===== src/rtl/rf_wb_queue_if.sv =====
// Handshake and register-file-side bundle for rf_wb_queue.
// master: producer/decode/control side that drives the requests.
// slave : the writeback queue itself.
interface rf_wb_queue_if #(
  parameter int DEPTH = 4,
  parameter int AW    = 4,
  parameter int DW    = 16
) ();
  localparam int CW = $clog2(DEPTH) + 1;

  // producer side
  logic          in_valid;
  logic [AW-1:0] in_addr;
  logic [DW-1:0] in_data;
  logic          in_ready;

  // register file write port
  logic          wb_stall;
  logic [AW-1:0] dst_addr;
  logic [DW-1:0] dst;
  logic          we;

  // forwarding lookups
  logic [AW-1:0] q0_addr;
  logic [AW-1:0] q1_addr;
  logic          q0_hit;
  logic          q1_hit;
  logic [DW-1:0] q0_data;
  logic [DW-1:0] q1_data;

  // halt / status
  logic          hlt;
  logic          drained;
  logic [CW-1:0] count;

  modport master (
    output in_valid, in_addr, in_data, wb_stall, q0_addr, q1_addr, hlt,
    input  in_ready, dst_addr, dst, we, q0_hit, q1_hit, q0_data, q1_data,
           drained, count
  );

  modport slave (
    input  in_valid, in_addr, in_data, wb_stall, q0_addr, q1_addr, hlt,
    output in_ready, dst_addr, dst, we, q0_hit, q1_hit, q0_data, q1_data,
           drained, count
  );
endinterface


===== src/rtl/rf_wb_queue.sv =====
// rf_wb_queue: writeback FIFO in front of the register file write port.
// Buffers {addr, data} results, drains one per cycle, offers two
// forwarding lookups, and runs a halt-drain sequence (RUN/DRAIN/HALTED).
// Optional feature macro: RF_WB_BYPASS_EN builds the forwarding compare
// logic; when undefined the lookup outputs are tied to zero.
module rf_wb_queue #(
  parameter int DEPTH = 4,
  parameter int AW    = 4,
  parameter int DW    = 16
) (
  input logic           clk,
  input logic           rst_n,
  rf_wb_queue_if.slave  q_if
);
  localparam int PW = $clog2(DEPTH);
  localparam int CW = $clog2(DEPTH) + 1;

  typedef enum logic [1:0] {
    RUN    = 2'd0,
    DRAIN  = 2'd1,
    HALTED = 2'd2
  } state_e;

  state_e        state_q, state_d;
  logic [PW-1:0] head_q, head_d;
  logic [PW-1:0] tail_q, tail_d;
  logic [CW-1:0] count_q, count_d;
  logic [AW-1:0] addr_q [DEPTH];
  logic [DW-1:0] data_q [DEPTH];

  logic pop_s;
  logic ready_s;
  logic push_s;
  logic store_s;

  // Handshake decisions: pop when non-empty and not stalled; accept while running and not full (or freeing a slot)
  always_comb begin
    pop_s   = (count_q != {CW{1'b0}}) && !q_if.wb_stall;
    ready_s = (state_q == RUN) && ((count_q < CW'(DEPTH)) || pop_s);
    push_s  = q_if.in_valid && ready_s;
    // R0 is hardwired zero: the handshake completes but nothing is stored
    store_s = push_s && (q_if.in_addr != {AW{1'b0}});
  end

  // Next pointer and occupancy values
  always_comb begin
    head_d  = head_q;
    tail_d  = tail_q;
    count_d = count_q;
    if (pop_s) begin
      head_d = head_q + PW'(1);
    end else begin
      head_d = head_q;
    end
    if (store_s) begin
      tail_d = tail_q + PW'(1);
    end else begin
      tail_d = tail_q;
    end
    case ({store_s, pop_s})
      2'b10:   count_d = count_q + CW'(1);
      2'b01:   count_d = count_q - CW'(1);
      default: count_d = count_q;
    endcase
  end

  // Halt sequencing; DRAIN ends on the edge that leaves the queue empty
  always_comb begin
    state_d = state_q;
    case (state_q)
      RUN: begin
        if (q_if.hlt) state_d = DRAIN;
        else          state_d = RUN;
      end
      DRAIN: begin
        if (count_d == {CW{1'b0}}) state_d = HALTED;
        else                       state_d = DRAIN;
      end
      HALTED: begin
        if (!q_if.hlt) state_d = RUN;
        else           state_d = HALTED;
      end
      default: state_d = RUN;
    endcase
  end

  // Control registers: pointers, occupancy and halt state
  always_ff @(posedge clk or negedge rst_n) begin
    if (!rst_n) begin
      state_q <= RUN;
      head_q  <= {PW{1'b0}};
      tail_q  <= {PW{1'b0}};
      count_q <= {CW{1'b0}};
    end else begin
      state_q <= state_d;
      head_q  <= head_d;
      tail_q  <= tail_d;
      count_q <= count_d;
    end
  end

  // Entry storage: write the accepted result at the tail
  always_ff @(posedge clk or negedge rst_n) begin
    if (!rst_n) begin
      for (int i = 0; i < DEPTH; i++) begin
        addr_q[i] <= {AW{1'b0}};
        data_q[i] <= {DW{1'b0}};
      end
    end else if (store_s) begin
      addr_q[tail_q] <= q_if.in_addr;
      data_q[tail_q] <= q_if.in_data;
    end
  end

  // Register file write port shows the head entry, zero when empty
  always_comb begin
    if (count_q != {CW{1'b0}}) begin
      q_if.dst_addr = addr_q[head_q];
      q_if.dst      = data_q[head_q];
    end else begin
      q_if.dst_addr = {AW{1'b0}};
      q_if.dst      = {DW{1'b0}};
    end
  end

  assign q_if.we       = pop_s;
  assign q_if.in_ready = ready_s;
  assign q_if.drained  = (state_q == HALTED);
  assign q_if.count    = count_q;

`ifdef RF_WB_BYPASS_EN
  // Scan valid entries oldest to youngest so the youngest match wins.
  function automatic logic [DW:0] lookup_f(input logic [AW-1:0] a);
    logic [DW:0]   r;
    logic [PW-1:0] idx;
    r = {(DW+1){1'b0}};
    for (int i = 0; i < DEPTH; i++) begin
      idx = head_q + PW'(i);
      if ((CW'(i) < count_q) && (a != {AW{1'b0}}) && (addr_q[idx] == a)) begin
        r = {1'b1, data_q[idx]};
      end else begin
        r = r;
      end
    end
    return r;
  endfunction

  logic [DW:0] look0_s;
  logic [DW:0] look1_s;

  // Forwarding lookups for the two decode read ports
  always_comb begin
    look0_s = lookup_f(q_if.q0_addr);
    look1_s = lookup_f(q_if.q1_addr);
  end

  assign q_if.q0_hit  = look0_s[DW];
  assign q_if.q0_data = look0_s[DW-1:0];
  assign q_if.q1_hit  = look1_s[DW];
  assign q_if.q1_data = look1_s[DW-1:0];
`else
  assign q_if.q0_hit  = 1'b0;
  assign q_if.q0_data = {DW{1'b0}};
  assign q_if.q1_hit  = 1'b0;
  assign q_if.q1_data = {DW{1'b0}};
`endif

endmodule


===== src/flat_wrapper.sv =====
// flat-port wrapper written by rule: the top's interface ports become plain ports
module rf_wb_queue_flat 
#(
  parameter int DEPTH = 4,
  parameter int AW    = 4,
  parameter int DW    = 16
)
  (clk, rst_n, q_if_in_valid, q_if_in_addr, q_if_in_data, q_if_wb_stall, q_if_q0_addr, q_if_q1_addr, q_if_hlt, q_if_in_ready, q_if_dst_addr, q_if_dst, q_if_we, q_if_q0_hit, q_if_q1_hit, q_if_q0_data, q_if_q1_data, q_if_drained, q_if_count);
  rf_wb_queue_if #(.DEPTH(DEPTH), .AW(AW), .DW(DW)) q_if_i ();
  input logic clk;
  input logic rst_n;
  input wire logic [$bits(q_if_i.in_valid)-1:0] q_if_in_valid;
  input wire logic [$bits(q_if_i.in_addr)-1:0] q_if_in_addr;
  input wire logic [$bits(q_if_i.in_data)-1:0] q_if_in_data;
  input wire logic [$bits(q_if_i.wb_stall)-1:0] q_if_wb_stall;
  input wire logic [$bits(q_if_i.q0_addr)-1:0] q_if_q0_addr;
  input wire logic [$bits(q_if_i.q1_addr)-1:0] q_if_q1_addr;
  input wire logic [$bits(q_if_i.hlt)-1:0] q_if_hlt;
  output wire logic [$bits(q_if_i.in_ready)-1:0] q_if_in_ready;
  output wire logic [$bits(q_if_i.dst_addr)-1:0] q_if_dst_addr;
  output wire logic [$bits(q_if_i.dst)-1:0] q_if_dst;
  output wire logic [$bits(q_if_i.we)-1:0] q_if_we;
  output wire logic [$bits(q_if_i.q0_hit)-1:0] q_if_q0_hit;
  output wire logic [$bits(q_if_i.q1_hit)-1:0] q_if_q1_hit;
  output wire logic [$bits(q_if_i.q0_data)-1:0] q_if_q0_data;
  output wire logic [$bits(q_if_i.q1_data)-1:0] q_if_q1_data;
  output wire logic [$bits(q_if_i.drained)-1:0] q_if_drained;
  output wire logic [$bits(q_if_i.count)-1:0] q_if_count;
  assign q_if_i.in_valid = q_if_in_valid;
  assign q_if_i.in_addr = q_if_in_addr;
  assign q_if_i.in_data = q_if_in_data;
  assign q_if_i.wb_stall = q_if_wb_stall;
  assign q_if_i.q0_addr = q_if_q0_addr;
  assign q_if_i.q1_addr = q_if_q1_addr;
  assign q_if_i.hlt = q_if_hlt;
  assign q_if_in_ready = q_if_i.in_ready;
  assign q_if_dst_addr = q_if_i.dst_addr;
  assign q_if_dst = q_if_i.dst;
  assign q_if_we = q_if_i.we;
  assign q_if_q0_hit = q_if_i.q0_hit;
  assign q_if_q1_hit = q_if_i.q1_hit;
  assign q_if_q0_data = q_if_i.q0_data;
  assign q_if_q1_data = q_if_i.q1_data;
  assign q_if_drained = q_if_i.drained;
  assign q_if_count = q_if_i.count;
  rf_wb_queue #(.DEPTH(DEPTH), .AW(AW), .DW(DW)) u_core (.clk(clk), .rst_n(rst_n), .q_if(q_if_i));
endmodule

===== config.mk =====
export PLATFORM = sky130hd
export DESIGN_NAME = rf_wb_queue_flat
export DESIGN_NICKNAME = d
export VERILOG_FILES = /design/src/rtl/rf_wb_queue_if.sv /design/src/rtl/rf_wb_queue.sv /design/src/flat_wrapper.sv
export SDC_FILE = /design/constraint.sdc
export NUM_CORES = 1
export LEC_CHECK = 0
export BUFFER_PORTS_ARGS = -buffer_cell sky130_fd_sc_hd__buf_2
export CAP_MARGIN = 0
export CORE_MARGIN = 5
export CORE_UTILIZATION = 45
export CTS_CLUSTER_SIZE = 12
export DETAILED_ROUTE_END_ITERATION = 8
export PLACE_DENSITY = 0.67
export SLEW_MARGIN = 30
export SYNTH_ARGS = -nofsm -noshare
export SYNTH_HDL_FRONTEND = slang
export SYNTH_SLANG_ARGS = --single-unit
export TNS_END_PERCENT = 1

===== constraint.sdc =====
create_clock -name clk -period 5.6 [get_ports clk]
set_input_delay 1.12 -clock clk [delete_from_list [all_inputs] [get_ports clk]]
set_output_delay 1.12 -clock clk [all_outputs]
set_load 0.02 [all_outputs]

Word-level counts from Yosys, hierarchy flattened --
Cells that the tools add are included. Widths: inputs -> output; s select.
Word-level totals: register bits 89, output and inout port bits 60
Cells by class: add/subtract/negate cells 4, magnitude comparators 4, equal/unequal tests 4, multiplexer cells 19, bitwise logic cells 2, reduce and logical (&&, ||, !) cells 11
Operators by type and width (number):
- $bwmux 64 | 1
- $mux 16 | 4
- $bmux 16 s2 | 1
- $demux 16 s2 | 1
- $bwmux 16 | 1
- $mux 4 | 4
- $bmux 4 s2 | 1
- $demux 4 s2 | 1
- $ge 3x3->1 const B | 2
- $not 2->3 | 2
- $pmux 2 s3 | 1
- $pmux 3 s2 | 1
- $logic_and 1x1->1 | 5
- $add 2x1->2 const B | 2
- $eq 2x1->1 const B | 2
- $eq 2x2->1 const B | 2
- $mux 2 | 2
- $reduce_bool 4->1 | 1
- $add 3x1->3 const B | 1
- $logic_not 3->1 | 1
- $lt 3x1->1 const B | 1
- $lt 3x3->1 const B | 1
- $reduce_bool 3->1 | 1
- $sub 3x1->3 const B | 1
- other kinds (4) | 4

Logic depth before layout (Yosys ltp) --
Gate-level depths: netlist of the first run.
word-level depth 11, mapped depth 11, mapped depth without buffers 10

Worst setup path before layout of the first run --
No wires, ideal clock.
kind input to register, from input q_if_wb_stall, to register u_core.state_q[1], setup time 0.127 ns, arrival 3.328 ns, setup slack 2.144 ns, stages 10, path buffers 1, cells stage by stage a211oi_1 -> and3_4 -> buf_12 -> inv_1 -> ha_1 -> inv_1 -> fa_1 -> nor2b_1 -> a31oi_1 -> o31ai_1
Between the ends: longest elaborated chain between the ends 11
Ends and longest elaborated chain:
- from (decl) | line flat_wrapper.sv:15 | input wire logic [$bits(q_if_i.wb_stall)-1:0] q_if_wb_stall;
- $logic_not 1->1 * | line rf_wb_queue.sv:38 | pop_s = (count_q != {CW{1'b0}}) && !q_if.wb_stall;
- $logic_and 1x1->1 * | line rf_wb_queue.sv:38
- $logic_or 1x1->1 | line rf_wb_queue.sv:39 | ready_s = (state_q == RUN) && ((count_q < CW'(DEPTH)) || pop_s);
- $logic_and 1x1->1 | line rf_wb_queue.sv:39
- $logic_and 1x1->1 | line rf_wb_queue.sv:40 | push_s = q_if.in_valid && ready_s;
- $logic_and 1x1->1 | line rf_wb_queue.sv:42 | store_s = push_s && (q_if.in_addr != {AW{1'b0}});
- $eq 2x1->1 / $eq 2x2->1 (equally long branches) | line rf_wb_queue.sv:60 | case ({store_s, pop_s})
- $pmux 3 s2 * | line rf_wb_queue.sv:60
- $logic_not 3->1 * | line rf_wb_queue.sv:76 | if (count_d == {CW{1'b0}}) state_d = HALTED;
- $mux 2 * | line rf_wb_queue.sv:76
- $pmux 2 s3 * | line rf_wb_queue.sv:70 | case (state_q)
- named net u_core.state_d[1] | line rf_wb_queue.sv:24 | state_e state_q, state_d;
- to (signal assigned) | line rf_wb_queue.sv:95 | state_q <= state_d;
- to (decl) | line rf_wb_queue.sv:24
The timed path passes the listed nets; every way through them passes the cells marked *. A chain may end at the register's enable or synchronous reset.

Worst setup path in the final report of the first run --
from register u_core.head_q[0], to output q_if_dst_addr[0]
Between the ends: longest elaborated chain between the ends 5
Ends and longest elaborated chain:
- from (decl) | line rf_wb_queue.sv:25 | logic [PW-1:0] head_q, head_d;
- from (signal assigned) | line rf_wb_queue.sv:91 | head_q <= {PW{1'b0}};
- $not 2->3 (implied by the code) | line rf_wb_queue.sv:118 | q_if.dst_addr = addr_q[head_q];
- $bmux 4 s2 | line rf_wb_queue.sv:118
- $mux 4 (implied by the code) (2 in a row) | line rf_wb_queue.sv:118
- $mux 4 | line rf_wb_queue.sv:117 | if (count_q != {CW{1'b0}}) begin
- to (decl) | line flat_wrapper.sv:20 | output wire logic [$bits(q_if_i.dst_addr)-1:0] q_if_dst_addr;
Every way passes these cells. The select of a mux whose other input is x is not followed.

==> results of run 1 <==
==> through the flow <==
step | area [um2] | util [%]
2_1_floorplan | 4942 | -
4_1_cts | 5139 | 49.55
5_1_grt | 5139 | 49.55
3_5_place_dp | 4930 | 47.54
6_report | 5139 | 49.55
3_3_place_gp | 4925 | 47.49
==> flip-flops by register name, indices dropped and copies added, names as in the netlist <==
register and cells:
u_core.q_if.count 3, u_core.addr_q 16, u_core.tail_q 2, u_core.data_q 64, u_core.state_q 2, u_core.head_q 2
==> area by class of cell <==
| cell class | count | area [um2] |
|---|---|---|
| well taps | 136 | 170.2 |
| inverters | 6 | 22.52 |
| multi-input cells | 190 | 2237 |
| fillers | 898 | 5231 |
| flip-flops and latches | 89 | 2228 |
| repair buffers | 52 | 271.5 |
| clock buffers | 10 | 127.6 |
| clock inverters | 5 | 81.33 |
==> cell usage after synthesis (all sizes together) <==
cell type | instances | area, um2
dfrtp | 89 | 2227
mux2 | 80 | 1201
buf | 45 | 445.4
nor2b | 23 | 143.9
mux4 | 20 | 450.4
nand2 | 7 | 91.34
inv | 6 | 22.52
ha | 5 | 62.56
nor2 | 5 | 18.77
clkbuf | 4 | 15.01
xnor2 | 3 | 26.28
xor2 | 3 | 26.28
and3 | 2 | 17.52
a211oi | 1 | 7.510
a31oi | 1 | 6.260
conb | 1 | 3.750
fa | 1 | 20.02
nor3 | 1 | 5.000
o21a | 1 | 7.510
o21ai | 1 | 5.000
o31ai | 1 | 7.510
or4 | 1 | 7.510
==> logic make-up (layout without fill, tap and decap cells) <==
family,count (synthesis),in the layout,synth area share (%)
DFF,89,89,46.22
muxes,100,100,34.28
adders and majority gates,6,6,1.714
xor gates and xnor gates,6,6,1.091
buffers and inverters,55,73,10.02
and+or+nand+nor,39,39,5.895
AOI/OAI and AO/OA,5,5,0.7013
other,1,34,0.07783
==> worst paths after layout <==
check | from | to | slack (ns) | depth (start not counted)
setup / recovery | u_core.head_q[0] | q_if_dst_addr[0] | 2.27 | 4
hold / removal | u_core.data_q[16] | u_core.data_q[16] | 0.51 | 1
setup reg to reg | u_core.q_if.count[2] | u_core.state_q[1] | 3.10 | 9
hold reg to reg | u_core.data_q[16] | u_core.data_q[16] | 0.51 | 1
max in group asynchronous | rst_n | u_core.head_q[1] | 4.19 | 1
min in group asynchronous | rst_n | u_core.data_q[38] | 0.84 | 1
==> metal layers <==
layer | wire (um) | GRT usage (%)
met5 | 0 | 0
met4 | 78 | 3.846
met3 | 354 | 2.546
met2 | 4177 | 22.38
met1 | 3996 | 18.53
==> critical path: stages (launching register included) <==
cell	delay (ns)
sky130_fd_sc_hd__dfrtp_1	0.57
sky130_fd_sc_hd__buf_4	0.41
sky130_fd_sc_hd__mux4_2	0.56
sky130_fd_sc_hd__nor2b_1	0.14
sky130_fd_sc_hd__buf_2	0.18
==> power groups by stage <==
| stage | logic (mW) | registers (mW) | clock network, mW |
|---|---|---|---|
| 2_1_floorplan | 1.26 | 1.10 | 0 |
| 3_3_place_gp | 1.48 | 1.17 | 0 |
| 3_5_place_dp | 1.50 | 1.19 | 0 |
| 4_1_cts | 1.51 | 1.18 | 0.484 |
| 5_1_grt | 1.59 | 1.23 | 0.513 |
| 6_report | 1.48 | 1.18 | 0.476 |
==> results list, run 1 <==
* Result of the run: finished, final reports clean
- At the pin with the least slew margin, the transition time is 0.7933 ns.
* Post-placement cell count: 473
- The via count of the first global-routing pass was 2627.
- Final count of negative-setup-slack endpoints: 0
- Measured against its own limit, the worst slew margin works out to 47.12%.
- Once the floorplan was initialized, standard cells occupied 46.46% of the core.
* Overall via count from detail_route: 2386
- The floorplan step defined a core boundary enclosing 10370 um2.
- Max Clock Skew: 0.009015 ns
- After floorplanning, the core was divided into 37 placement rows.
- Once detail routing completed, the nets flagged for antenna violations numbered 0.
* Total number of clock tree sinks: 89
- Of all nets on the critical path, the largest fanout is 16.
* Design internal power: 2.059 mW
* Number of gates given a new drive strength after cts: 0
- Worst path arrival time: 2.21 ns
- CTS Hold Bufs: 0
* Final hold slack: 0.5106 ns
* Crit Path Category: flip-flop to output pin
- Residual DRC: 0
- Synth Register Bits: 89
- Clock tree buffer depth: 2
- At the end of routability-driven placement, the weighted congestion stood at 0.7014.
* Minimum clock period: 3.331 ns
* First-pass GRT wire length: 13900 um
* Insertion delay to the later sink of the worst-skew pair: 0.34 ns
- Post CTS Setup Buffer Count: 0
* Layout Cells excl Fill: 488
- After detailed routing, the total wire length is 8607 um.
* Commonest non-fill, non-tap cell in the layout: sky130_fd_sc_hd__dfrtp_1
- The final critical path takes up 59.48% of the cycle.
* Antenna diode count: 0
* Per-instance average area after synthesis: 16.01 um2
- Total track usage: 13.62%
- For this design the top-level I/O count stands at 93.
- Fin worst setup slack: 2.269 ns
* Clock network fraction of total power: 15.1%
* Dpl ws: 2.030 ns
* Commonest cells after routing, fill and taps aside: 88 x sky130_fd_sc_hd__dfrtp_1, 80 x sky130_fd_sc_hd__mux2_4, 49 x sky130_fd_sc_hd__buf_2
* Post-layout nets: 387
- After detailed routing, the number of vias per cell comes to 4.889.
* Post-route total power: 3.143 mW
- Of the cells placed in the final design, the portion with a size suffix greater than 1 is 49.15%.
- Final number of hold-violating endpoints: 0
- The tool flagged a number of max-cap violations equal to 0.
* Detail Placement HPWL: 5425 um
- Setup repair after global routing left no endpoint under its margin.
* Die outline area: 12880 um2
- CP endpoint kind: output pin
* CTS tree: built
- Critical path data required time: 4.48 ns
* Total Neg Setup Slack: 0 ns
- The detailed router finished its first iteration with 83 violations.
- Peak supply drop: 0.0003443 V
- Counting distinct cell types in the post-synthesis netlist gives 26.
- The first detailed-routing pass took 4 iterations.
- Master cell of the clock root buffer: sky130_fd_sc_hd__clkbuf_8
* Number of antenna violations at the first check in global routing: 0
* Share of total power in combinational logic: 47.2%
* NetSw: 1.084 mW
- Die extent in x: 113.5 um
- Sequential cells were found to cover 46.22% of the synthesized design area.
- Clock transition at path regs: 0.09 ns
* Nature of the critical path startpoint: flip-flop
* Total clock buffers created by CTS: 9
- Power density over cell area: 611.7 nW/um2
- Die boundary height: 113.5 um
* Post-Synthesis Cell Area: 4818 um2
- Net Sw Frac: 34.49%
* Number of instances in the synthesized netlist: 301
- Standby leakage power: 2.636 nW
- The Yosys step of the flow raised 0 warnings.
- Path class of the lowest-slack min-delay path: flip-flop to flip-flop
- Seq pwr share: 37.7%
- H-tree Lvls: 3
* Count of input and output buffers: 50
- Global routing finished with a remaining overflow of 0.
- Max Clk Rate: 0.3002 GHz
- The max-slew violation count is 0.
- Relative area change from synthesis to final layout: 6.648%
* Post-DR wirelength/cell: 17.64 um
- Entering global routing, the biggest net connects 90 pins.
(Power assumes the default switching activity.)
==> run 2, diff against run 1 <==
--- a/config.mk
+++ b/config.mk
@@ -5,13 +5,14 @@
 export SDC_FILE = /design/constraint.sdc
 export NUM_CORES = 1
 export LEC_CHECK = 0
+export ABC_AREA = 1
 export BUFFER_PORTS_ARGS = -buffer_cell sky130_fd_sc_hd__buf_2
 export CAP_MARGIN = 0
 export CORE_MARGIN = 5
 export CORE_UTILIZATION = 45
 export CTS_CLUSTER_SIZE = 12
 export DETAILED_ROUTE_END_ITERATION = 8
-export PLACE_DENSITY = 0.67
+export PLACE_DENSITY = 0.7
 export SLEW_MARGIN = 30
 export SYNTH_ARGS = -nofsm -noshare
 export SYNTH_HDL_FRONTEND = slang
==> constraint.sdc (replaced) <==
create_clock -name clk -period 2.7 [get_ports clk]
set_input_delay 0.54 -clock clk [delete_from_list [all_inputs] [get_ports clk]]
set_output_delay 0.54 -clock clk [all_outputs]
set_load 0.02 [all_outputs]
==> results list, run 2 <==
- CTS tree: built
- Register with the most flip-flops: u_core.data_q
- The first global-routing pass estimated 20510 um of wire.
- Worst path arrival time: 1.89 ns
* Dominant cells by area after synthesis: sky130_fd_sc_hd__dfrtp_1 46%, sky130_fd_sc_hd__nand2_1 14%, sky130_fd_sc_hd__nand4_1 11%, sky130_fd_sc_hd__nor2_1 6.7%, sky130_fd_sc_hd__buf_4 5.6%
- Commonest cells after routing, fill and taps aside: 179 x sky130_fd_sc_hd__nand2_1, 89 x sky130_fd_sc_hd__dfrtp_1, 86 x sky130_fd_sc_hd__nor2_1
- Total Neg Setup Slack: 0 ns
- Leaving out fill and tap cells, the most frequent cell in the layout is sky130_fd_sc_hd__nand2_1.
- Share of Yosys cell area claimed by the top area cell type: 45.96%
- The floorplan step defined a core boundary enclosing 10420 um2.
- Once detail routing completed, the nets flagged for antenna violations numbered 0.
* Post-Synthesis Cell Area: 4846 um2
- STA classifies the critical path startpoint as a flip-flop.
- Clock transition at path regs: 0.09 ns
- From bottom edge to top edge, the die measures 113.8 um.
- Global routing used 19.67% of the available tracks.
- CP endpoint kind: output pin
* Number of global-route vias before repair: 4297
- DR vias/cell: 5.426
* Max reg flops: 64
* Post-detailed-routing wire length: 12380 um
- Master cell of the clock root buffer: sky130_fd_sc_hd__clkbuf_8
* Cell type contributing the most total cell area after synthesis: sky130_fd_sc_hd__dfrtp_1
* GR Overflow Total: 0
- Along the worst path, the maximum fanout reaches 42.
* Detailed Routing Iterations Pass 1: 5
- The worst hold path belongs to the class input port to asynchronous set/reset pin.
- For this run, asynchronously set or reset flops after synthesis account for 100.0%.
* Power density over cell area: 1247 nW/um2
- Critical path data required time: 2.16 ns
* Die extent in x: 113.8 um
- Max Clk Rate: 0.4111 GHz
- The tool flagged a number of max-cap violations equal to 0.
* Count of pins over their slew limit: 0
- By count the netlist is led by 180 x sky130_fd_sc_hd__nand2_1, 89 x sky130_fd_sc_hd__dfrtp_1, 86 x sky130_fd_sc_hd__nor2_1, 82 x sky130_fd_sc_hd__nand4_1, 36 x sky130_fd_sc_hd__buf_4.
- Hold is met by 0.1558 ns.
- Syn. warnings: 0
- Overall via count from detail_route: 4303
* Count of standard-cell rows: 37
- Part of the cycle the worst path needs: 90.09%
- The final layout contains 691 nets.
- The synthesized design contains 89 register bits.
- Setup violations remaining at the end of the flow were counted as 0.
- Ports placed on the boundary: 93
- Counting every sink on the clock net gives 89.
* Post-DR wirelength/cell: 15.61 um
- Final number of hold-violating endpoints: 0
- The smallest clock period supported by the final layout is computed as 2.432 ns.
- H-tree Lvls: 3
- The clock passes through at most 2 buffers.
* Die outline area: 12940 um2
* Sequential area share after synthesis: 45.96%
- Post CTS Setup Buffer Count: 0
* Setup repair after global routing missed its margin: false
- 0 antenna diodes ended up in the layout.
- CTS Hold Bufs: 0
- Effective utilization at floorplan: 46.52%
* Result of the run: finished, final reports clean
- Least-Margin Pin Slew: 0.5474 ns
- In the synthesized netlist the dominant register cell turns out to be sky130_fd_sc_hd__dfrtp_1.
- In the routed design, unresolved DRC markers number 0.
- Number of antenna violations at the first check in global routing: 0
- Entering global routing, the biggest net connects 46 pins.
- Of the cells placed in the final design, the portion with a size suffix greater than 1 is 14.61%.
* Post-synth EDFFs: 0
- Total clock buffers created by CTS: 9
- Peak supply drop: 0.0008499 V
- By startpoint and endpoint, the worst setup path is classified as flip-flop to output pin.
* Most used standard cell by instance count after synthesis: sky130_fd_sc_hd__nand2_1
* Per-instance average area after synthesis: 7.854 um2
- After the first detailed-routing iteration, the DRC count stood at 365.
- Buffers placed on the I/O ports in this run total 50.
- The cell count after synthesis came out at 617.
- Summed over all nets, the half-perimeter wirelength after detailed placement is 7818 um.
- Standby leakage power: 2.763 nW
- Netlist cell types: 23
- The worst pin sits at a relative slew slack of 63.51%.
- Placer congestion estimate: 0.8284
- For the final database, setup skew stands at 0.007717 ns.
* Number of gates given a new drive strength after cts: 0
- Insertion delay to the later sink of the worst-skew pair: 0.36 ns
- Relative area change from synthesis to final layout: 8.082%
[run 2: final cells by class]
class	count	area, um2
inverters	15	56.30
clock buffers	12	165.2
fillers	988	5179
well taps	136	170.2
multi-input cells	463	2123
repair buffers	74	445.4
clock inverters	4	50.05
flip-flops and latches	89	2227
[run 2: worst paths after layout]
check | start | end | slack, ns | depth (start not counted)
max | u_core.head_q[0] | q_if_dst_addr[3] | 0.27 | 6
min | rst_n | u_core.data_q[11] | 0.16 | 1
max reg2reg | u_core.q_if.count[2] | u_core.state_q[0] | 0.55 | 12
min reg2reg | u_core.data_q[32] | u_core.data_q[32] | 0.47 | 2
max in group asynchronous | rst_n | u_core.data_q[34] | 1.91 | 2
min in group clk | q_if_hlt | u_core.state_q[1] | 0.39 | 3
[run 2: cell families (layout without fill, tap and decap cells)]
family	count (synthesis)	in the layout	synth area share, %
buffers and inverters	98	105	12.94
xor gates and xnor gates	2	2	0.3615
adders and majority gates	6	6	1.704
other	1	34	0.07739
DFF	89	89	45.96
AOI/OAI and AO/OA	62	62	6.481
and+or+nand+nor	359	359	32.48
[run 2: metrics by stage]
step / instances / cell area [um2] / utilization, % / power [mW] / worst slack (ns)
finish: 793 / 5238 / 50.28 / 6.532 / 0.2675
global route: 793 / 5238 / 50.28 / 7.108 / 0.07885
CTS: 793 / 5238 / 50.28 / 6.564 / 0.2814
global placement: 777 / 5022 / 48.22 / 5.476 / 0.4170
floorplan: 650 / 4970 / - / 4.649 / 0.4269
detailed placement: 777 / 5022 / 48.22 / 5.576 / 0.3863
[run 2: critical path, stage by stage, from the launching register on]
cell                      delay [ns]
sky130_fd_sc_hd__dfrtp_1        0.36
sky130_fd_sc_hd__buf_4          0.42
sky130_fd_sc_hd__nor2_1         0.09
sky130_fd_sc_hd__nor2_1         0.10
sky130_fd_sc_hd__o21ai_0        0.11
sky130_fd_sc_hd__a21oi_1        0.23
sky130_fd_sc_hd__buf_2          0.20
[run 2: power breakdown]
| part | leakage (nW) | internal (mW) | switching [mW] | total, mW |
|---|---|---|---|---|
| Combinational | 1.53 | 1.06 | 2.26 | 3.32 |
| Clock | 0.105 | 0.502 | 0.474 | 0.976 |
| Sequential | 1.12 | 1.91 | 0.327 | 2.24 |
[run 2: metal layers]
layer	GRT usage, %	part of all wire, %	vias to the layer above
li1	-	-	2042
met2	31.84	47	159
met1	25.94	43	2069
met3	3.873	7.3	33
met5	0	0	-
met4	8.076	2.5	0
